--- config.mk ---
export PLATFORM = sky130hd
export DESIGN_NAME = ldpc_enc_sched
export DESIGN_NICKNAME = d
export VERILOG_FILES = /design/src/rtl/ldpc_enc_sched.sv
export SDC_FILE = /design/constraint.sdc
export NUM_CORES = 1
export LEC_CHECK = 0
export CAP_MARGIN = 10
export CORE_MARGIN = 8
export CORE_UTILIZATION = 40
export CTS_BUF_LIST = sky130_fd_sc_hd__clkbuf_4
export DETAILED_ROUTE_END_ITERATION = 10
export PLACE_DENSITY = 0.67
export REMOVE_ABC_BUFFERS = 1
export SYNTH_ARGS = -nofsm -noshare
export SYNTH_HDL_FRONTEND = slang
export SYNTH_SLANG_ARGS = --single-unit
export TNS_END_PERCENT = 50
--- constraint.sdc ---
create_clock -name clk -period 1.8 [get_ports clk]
set_clock_uncertainty 0.05 [all_clocks]
set_input_delay 0.18 -clock clk [delete_from_list [all_inputs] [get_ports clk]]
set_output_delay 0.18 -clock clk [all_outputs]
set_load 0.03 [all_outputs]
--- src/rtl/ldpc_enc_sched.sv ---
// QC-LDPC encoder sequencer: walks the generator table row by row, takes one message
// block per row and issues each row's circulant shifts to the rotate/XOR accumulator.
module ldpc_enc_sched #(
    parameter int unsigned ROWS   = 16,
    parameter int unsigned SHIFTS = 3,
    parameter int unsigned SW     = 9,
    parameter int unsigned CIRC   = 511,
    localparam int unsigned RW    = (ROWS > 1) ? $clog2(ROWS) : 1,
    localparam int unsigned IW    = (SHIFTS > 1) ? $clog2(SHIFTS) : 1,
    localparam int unsigned GW    = SHIFTS * SW
) (
    input  logic          clk,
    input  logic          rst_n,
    input  logic          start,
    input  logic          abort,
    input  logic [GW-1:0] g_row,
    output logic [RW-1:0] row_sel,
    input  logic          msg_valid,
    output logic          msg_ready,
    output logic [SW-1:0] shift_val,
    output logic [IW-1:0] shift_idx,
    output logic          acc_en,
    output logic          acc_clr,
    output logic          busy,
    output logic          done,
    output logic          err
);

    localparam logic [RW-1:0] RowLast = RW'(ROWS - 1);
    localparam logic [IW-1:0] IdxLast = IW'(SHIFTS - 1);

    typedef enum logic [2:0] {
        StIdle,
        StLoad,
        StWaitMsg,
        StIssue,
        StDone
    } state_e;

    state_e        state_q, state_d;
    logic [RW-1:0] row_q, row_d;
    logic [GW-1:0] word_q, word_d;
    logic          err_q, err_d;
    logic          msg_ready_q, msg_ready_d;
    logic [SW-1:0] shift_val_q, shift_val_d;
    logic [IW-1:0] shift_idx_q, shift_idx_d;
    logic          acc_en_q, acc_en_d;
    logic          acc_clr_q, acc_clr_d;
    logic          busy_q, busy_d;
    logic          done_q, done_d;

    // Row word with out-of-range shifts forced to 0; field 0 sits in the top bits.
    logic [GW-1:0] g_clean;
    logic          g_bad;

    always_comb begin
        g_clean = '0;
        g_bad   = 1'b0;
        for (int i = 0; i < int'(SHIFTS); i++) begin
            if (32'(g_row[(int'(SHIFTS) - 1 - i) * int'(SW) +: SW]) < CIRC) begin
                g_clean[(int'(SHIFTS) - 1 - i) * int'(SW) +: SW] =
                    g_row[(int'(SHIFTS) - 1 - i) * int'(SW) +: SW];
            end else begin
                g_bad = 1'b1;
            end
        end
    end

    function automatic logic [SW-1:0] field_of(input logic [GW-1:0] w, input logic [IW-1:0] k);
        logic [SW-1:0] f;
        f = '0;
        for (int i = 0; i < int'(SHIFTS); i++) begin
            if (k == IW'(i)) begin
                f = w[(int'(SHIFTS) - 1 - i) * int'(SW) +: SW];
            end
        end
        return f;
    endfunction

    // Outputs are computed for the next cycle and registered alongside the state.
    always_comb begin
        state_d     = state_q;
        row_d       = row_q;
        word_d      = word_q;
        err_d       = err_q;
        msg_ready_d = 1'b0;
        shift_val_d = '0;
        shift_idx_d = '0;
        acc_en_d    = 1'b0;
        acc_clr_d   = 1'b0;
        busy_d      = 1'b0;
        done_d      = 1'b0;

        unique case (state_q)
            StIdle: begin
                if (start && !abort) begin
                    state_d   = StLoad;
                    row_d     = '0;
                    err_d     = 1'b0;
                    acc_clr_d = 1'b1;
                    busy_d    = 1'b1;
                end
            end
            StLoad: begin
                state_d     = StWaitMsg;
                msg_ready_d = 1'b1;
                busy_d      = 1'b1;
            end
            StWaitMsg: begin
                busy_d = 1'b1;
                if (msg_valid && msg_ready_q) begin
                    state_d     = StIssue;
                    word_d      = g_clean;
                    err_d       = err_q | g_bad;
                    acc_en_d    = 1'b1;
                    shift_idx_d = '0;
                    shift_val_d = field_of(g_clean, '0);
                end else begin
                    msg_ready_d = 1'b1;
                end
            end
            StIssue: begin
                if (shift_idx_q == IdxLast) begin
                    if (row_q == RowLast) begin
                        state_d = StDone;
                        done_d  = 1'b1;
                    end else begin
                        state_d = StLoad;
                        row_d   = row_q + 1'b1;
                        busy_d  = 1'b1;
                    end
                end else begin
                    busy_d      = 1'b1;
                    acc_en_d    = 1'b1;
                    shift_idx_d = shift_idx_q + 1'b1;
                    shift_val_d = field_of(word_q, shift_idx_q + 1'b1);
                end
            end
            StDone: begin
                state_d = StIdle;
            end
            default: begin
                state_d = StIdle;
            end
        endcase

        // Abort beats any handshake or issue step: nothing from this cycle is committed.
        if (abort && (state_q != StIdle)) begin
            state_d     = StIdle;
            row_d       = row_q;
            word_d      = word_q;
            err_d       = err_q;
            msg_ready_d = 1'b0;
            shift_val_d = '0;
            shift_idx_d = '0;
            acc_en_d    = 1'b0;
            acc_clr_d   = 1'b0;
            busy_d      = 1'b0;
            done_d      = 1'b0;
        end
    end

    always_ff @(posedge clk) begin
        if (!rst_n) begin
            state_q     <= StIdle;
            row_q       <= '0;
            word_q      <= '0;
            err_q       <= 1'b0;
            msg_ready_q <= 1'b0;
            shift_val_q <= '0;
            shift_idx_q <= '0;
            acc_en_q    <= 1'b0;
            acc_clr_q   <= 1'b0;
            busy_q      <= 1'b0;
            done_q      <= 1'b0;
        end else begin
            state_q     <= state_d;
            row_q       <= row_d;
            word_q      <= word_d;
            err_q       <= err_d;
            msg_ready_q <= msg_ready_d;
            shift_val_q <= shift_val_d;
            shift_idx_q <= shift_idx_d;
            acc_en_q    <= acc_en_d;
            acc_clr_q   <= acc_clr_d;
            busy_q      <= busy_d;
            done_q      <= done_d;
        end
    end

    assign row_sel   = row_q;
    assign msg_ready = msg_ready_q;
    assign shift_val = shift_val_q;
    assign shift_idx = shift_idx_q;
    assign acc_en    = acc_en_q;
    assign acc_clr   = acc_clr_q;
    assign busy      = busy_q;
    assign done      = done_q;
    assign err       = err_q;

    row_in_range: assert property (@(posedge clk) row_q <= RowLast);
    no_ready_while_issuing: assert property (@(posedge clk) !(acc_en_q && msg_ready_q));

endmodule

==> flow_summary.html <==
<table>
<tr><th>Metric</th><th>Value</th></tr>
<tr><th colspan="2">Run status</th></tr>
<tr><td>Outcome</td><td>complete, no violations</td></tr>
<tr><th colspan="2">STA</th></tr>
<tr><td># setup viols final</td><td>0</td></tr>
<tr><td>Fmax achieved</td><td>0.5891 GHz</td></tr>
<tr><td>Final Worst Setup Slack</td><td>102.5 ps</td></tr>
<tr><td>Unrepaired setup endpoints after global routing</td><td>no</td></tr>
<tr><td>Max Transition Viols Final</td><td>0</td></tr>
<tr><td>Worst slew margin</td><td>0.5741</td></tr>
<tr><td>Final hold violation count</td><td>0</td></tr>
<tr><td>Period utilization</td><td>0.9430</td></tr>
<tr><td>Transition time at the pin with the least slew margin</td><td>638.9 ps</td></tr>
<tr><td>Shortest clock period the worst path allows after layout</td><td>1697 ps</td></tr>
<tr><th colspan="2">Critical path</th></tr>
<tr><td>Kind of critical path</td><td>flip-flop to flip-flop</td></tr>
<tr><td>Launching element of the worst setup path</td><td>shift_idx[0]</td></tr>
<tr><td>End of the worst register-to-register path</td><td>row_sel[1]</td></tr>
<tr><td>Reg-to-reg slack, setup</td><td>100 ps</td></tr>
<tr><td>Endpoint kind of the worst setup timing path</td><td>flip-flop</td></tr>
<tr><td>Data arrival time at the worst-slack endpoint</td><td>1970 ps</td></tr>
<tr><td>Critical Path RT</td><td>2070 ps</td></tr>
<tr><td>Cell count of the worst reg-to-reg path</td><td>7</td></tr>
<tr><td>Critical path fanouts, max</td><td>5</td></tr>
<tr><td>Category of the worst setup path launch point</td><td>flip-flop</td></tr>
<tr><td>R2r startpoint</td><td>shift_idx[0]</td></tr>
<tr><th colspan="2">Drt</th></tr>
<tr><td>Detailed-route DRC error count</td><td>0</td></tr>
<tr><td>Number of iterations in the first detailed-routing pass</td><td>6</td></tr>
<tr><td>Number of design-rule violations left by the first detailed-router iteration</td><td>95</td></tr>
<tr><td>Detail-routed via count per cell</td><td>5.323</td></tr>
<tr><td>Vias</td><td>1927</td></tr>
<tr><td>Count of antenna-violating nets left after detailed routing</td><td>0</td></tr>
<tr><td>Post-detailed-routing wire length</td><td>5714 um</td></tr>
<tr><td>Detailed-route wire length per cell</td><td>15.78 um</td></tr>
<tr><th colspan="2">Layout</th></tr>
<tr><td>Layout overhead on the synthesized area</td><td>36.63%</td></tr>
<tr><td>Proportion of layout cells with a drive suffix above 1</td><td>0.1483</td></tr>
<tr><td>Number of antenna repair diodes</td><td>0</td></tr>
<tr><td>Final core occ</td><td>0.5525</td></tr>
<tr><td>NumNets Final</td><td>326</td></tr>
<tr><th colspan="2">Clock tree</th></tr>
<tr><td>Clock-pin slew on the worst setup and hold paths</td><td>150 ps</td></tr>
<tr><td>Setup repair bufs after CTS</td><td>0</td></tr>
<tr><td>Deepest level of the CTS H-tree</td><td>2</td></tr>
<tr><td>Longest Clk Path Bufs</td><td>2</td></tr>
<tr><td>CTS buffer count</td><td>5</td></tr>
<tr><td>Number of cells upsized or downsized after cts</td><td>0</td></tr>
<tr><td>Clock sinks</td><td>51</td></tr>
<tr><td>Count of hold-fix buffers inserted at cts</td><td>0</td></tr>
<tr><td>CTS tree</td><td>built</td></tr>
<tr><td>Clock root buffer master</td><td>clkbuf_4</td></tr>
<tr><td>Clock insertion delay at the later pin of the skew report</td><td>370 ps</td></tr>
<tr><th colspan="2">GRT</th></tr>
<tr><td>Largest net degree at the start of global routing</td><td>25</td></tr>
<tr><td>Vias in the first global route</td><td>1900</td></tr>
<tr><td>First-pass GRT wire length</td><td>9321 um</td></tr>
<tr><td>Total congestion overflow</td><td>0</td></tr>
<tr><td>Global-route total usage across every layer</td><td>0.1383</td></tr>
<tr><td>Number of antenna violations at the first check in global routing</td><td>0</td></tr>
<tr><th colspan="2">Worst hold path</th></tr>
<tr><td>Startpoint of the lowest-slack hold path</td><td>g_row[4]</td></tr>
<tr><td>Worst min path class</td><td>input port to flip-flop</td></tr>
<tr><td>Hold depth</td><td>2</td></tr>
<tr><td>Hold-critical path endpoint</td><td>word_q[4]</td></tr>
<tr><th colspan="2">Yosys</th></tr>
<tr><td>Sequential element share of the synthesized area</td><td>0.4671</td></tr>
<tr><td>Register bit count reported by yosys</td><td>51</td></tr>
<tr><td>Total standard cell area after synthesis</td><td>2186 um2</td></tr>
<tr><td>Post-Syn Area per Cell</td><td>9.981 um2</td></tr>
<tr><td>Netlist cell types</td><td>43</td></tr>
<tr><td>Most area-hungry cell type in the Yosys netlist</td><td>dfxtp_1</td></tr>
<tr><td>Async SR Flop Fraction</td><td>0</td></tr>
<tr><td>Number of synthesized flops with an enable pin</td><td>0</td></tr>
<tr><td>Number of standard cells after synthesis</td><td>219</td></tr>
<tr><td>Synth Warn #</td><td>0</td></tr>
<tr><td>Top FF cell, synth</td><td>dfxtp_1</td></tr>
<tr><td>Largest cells by area after synthesis</td><td>dfxtp_1 (47%), a22o_1 (13%), and3b_1 (3.6%)</td></tr>
<tr><td>Area share of the leading cell type in the synthesized netlist</td><td>0.4671</td></tr>
<tr><th colspan="2">Die</th></tr>
<tr><td>Starting density of the core</td><td>0.4044</td></tr>
<tr><td>Die outline width</td><td>89.93 um</td></tr>
<tr><td>Number of top-level pins</td><td>53</td></tr>
<tr><td>Number of placement rows</td><td>27</td></tr>
<tr><td>Die area</td><td>8087 um2</td></tr>
<tr><td>Die Height</td><td>89.93 um</td></tr>
<tr><td>Core Area</td><td>5405 um2</td></tr>
<tr><th colspan="2">Power</th></tr>
<tr><td>Ratio of total power to cell area</td><td>688.7 nW/um2</td></tr>
<tr><td>Leakage power</td><td>1.193 nW</td></tr>
<tr><td>Peak ir drop on the vdd network</td><td>460.0 uV</td></tr>
<tr><th colspan="2">Place</th></tr>
<tr><td>Number of I/O port buffers</td><td>52</td></tr>
<tr><td>Placement-stage worst setup slack</td><td>-72.82 ps</td></tr>
<tr><td>HPWL Detailed</td><td>4173 um</td></tr>
<tr><td>Weighted congestion at the end of routability-driven global placement</td><td>0.8019</td></tr>
<tr><th colspan="2">Run</th></tr>
<tr><td>Number of maximum-capacitance constraint violations</td><td>0</td></tr>
</table>
## cell usage in the layout (no fill, tap or decap), drive strengths merged, types with 3 or more instances in the layout
| master | Yosys | final |
|---|---|---|
| nand3b | 3 | 3 |
| o211ai | 3 | 3 |
| nor3 | 7 | 7 |
| o21ai | 14 | 14 |
| clkdlybuf4s50 | 0 | 50 |
| ha | 5 | 5 |
| inv | 6 | 7 |
| nand2 | 21 | 21 |
| clkbuf | 5 | 5 |
| a21oi | 14 | 14 |
| a22o | 32 | 32 |
| and3b | 9 | 9 |
| dfxtp | 51 | 51 |
| and2 | 3 | 3 |
| buf | 5 | 20 |
| nor2 | 9 | 9 |
| nand4 | 6 | 6 |
## layout make-up
class                           count  area [um2]
Tap cell                           72       90.09
Sequential cell                    51        1023
Timing Repair Buffer               73       699.4
Inverter                            6       22.52
Fill cell                         517        2419
Multi-Input combinational cell    152        1071
Clock inverter                      3       42.54
Clock buffer                        5       37.54
## critical path: stages (launching register included)
cell	delay, ps
dfxtp_2	350
inv_1	80
ha_2	180
and3_1	200
a22oi_2	80
buf_4	160
or4b_1	490
nand2_1	80
## worst max-delay path by stage
stage | endpoint
after detailed placement | word_q[25]
after floorplan | row_sel[3]
after global routing | shift_val[2]
after CTS | shift_idx[0]
after global placement | shift_val[3]
final | row_sel[1]
## per-layer routing
metal | up-vias | share of wire | global-route usage
met1 | 903 | 0.47 | 0.1725
met2 | 47 | 0.48 | 0.2202
met4 | 0 | 0.016 | 0.05409
met5 | - | 0 | 0
li1 | 968 | - | -
met3 | 9 | 0.039 | 0.03824
## flip-flops by register name, summed over array words and instances, names as in the netlist, 2 cells and up
name / cells
shift_val: 9
shift_idx: 2
state_q: 3
row_sel: 4
word_q: 27
## through the flow
stage / cell area [um2] / power [mW] / setup TNS (ps) / std cells / hold slack, ps
2_1_floorplan: 2107 / 1.263 / -27.23 / 209 / 247.5
3_3_place_gp: 2880 / 1.410 / -614.9 / 353 / 388.6
3_5_place_dp: 2880 / 1.411 / -1062 / 353 / 402.1
4_1_cts: 2960 / 2.067 / 0 / 361 / 353.3
5_1_grt: 2987 / 2.149 / 0 / 362 / 343.1
6_report: 2987 / 2.057 / 0 / 362 / 369.6
## logic make-up (layout without fill, tap and decap cells)
family / after synthesis / after routing / share of synthesized area
flops: 51 / 51 / 0.4671
fa+ha+maj: 5 / 5 / 0.02862
compound gates: 74 / 74 / 0.2450
buf+inv: 16 / 87 / 0.04637
simple gates: 73 / 73 / 0.2129
## cells in the mapped netlist, types with 2 or more instances
cell type and number:
nand4_1 6, a21boi_0 2, o21ai_0 14, o2111ai_1 2
nand2b_1 2, buf_6 2, nor2_1 5, dfxtp_1 51
clkbuf_1 5, nor2_2 3, nor3_1 7, ha_1 5
nand3b_1 3, inv_1 6, nand2_1 20, a21oi_1 14
and2_1 2, buf_8 2, or4_1 2, o211ai_1 3
and3b_1 9, or4b_1 2, a22o_1 32
## where the power goes
group	leakage, nW	switching, mW	internal (mW)
sequential	0.413	0.0158	1.14
combinational	0.737	0.110	0.126
clock	0.0432	0.368	0.294
Note: power is estimated with default switching activity, not from simulation.
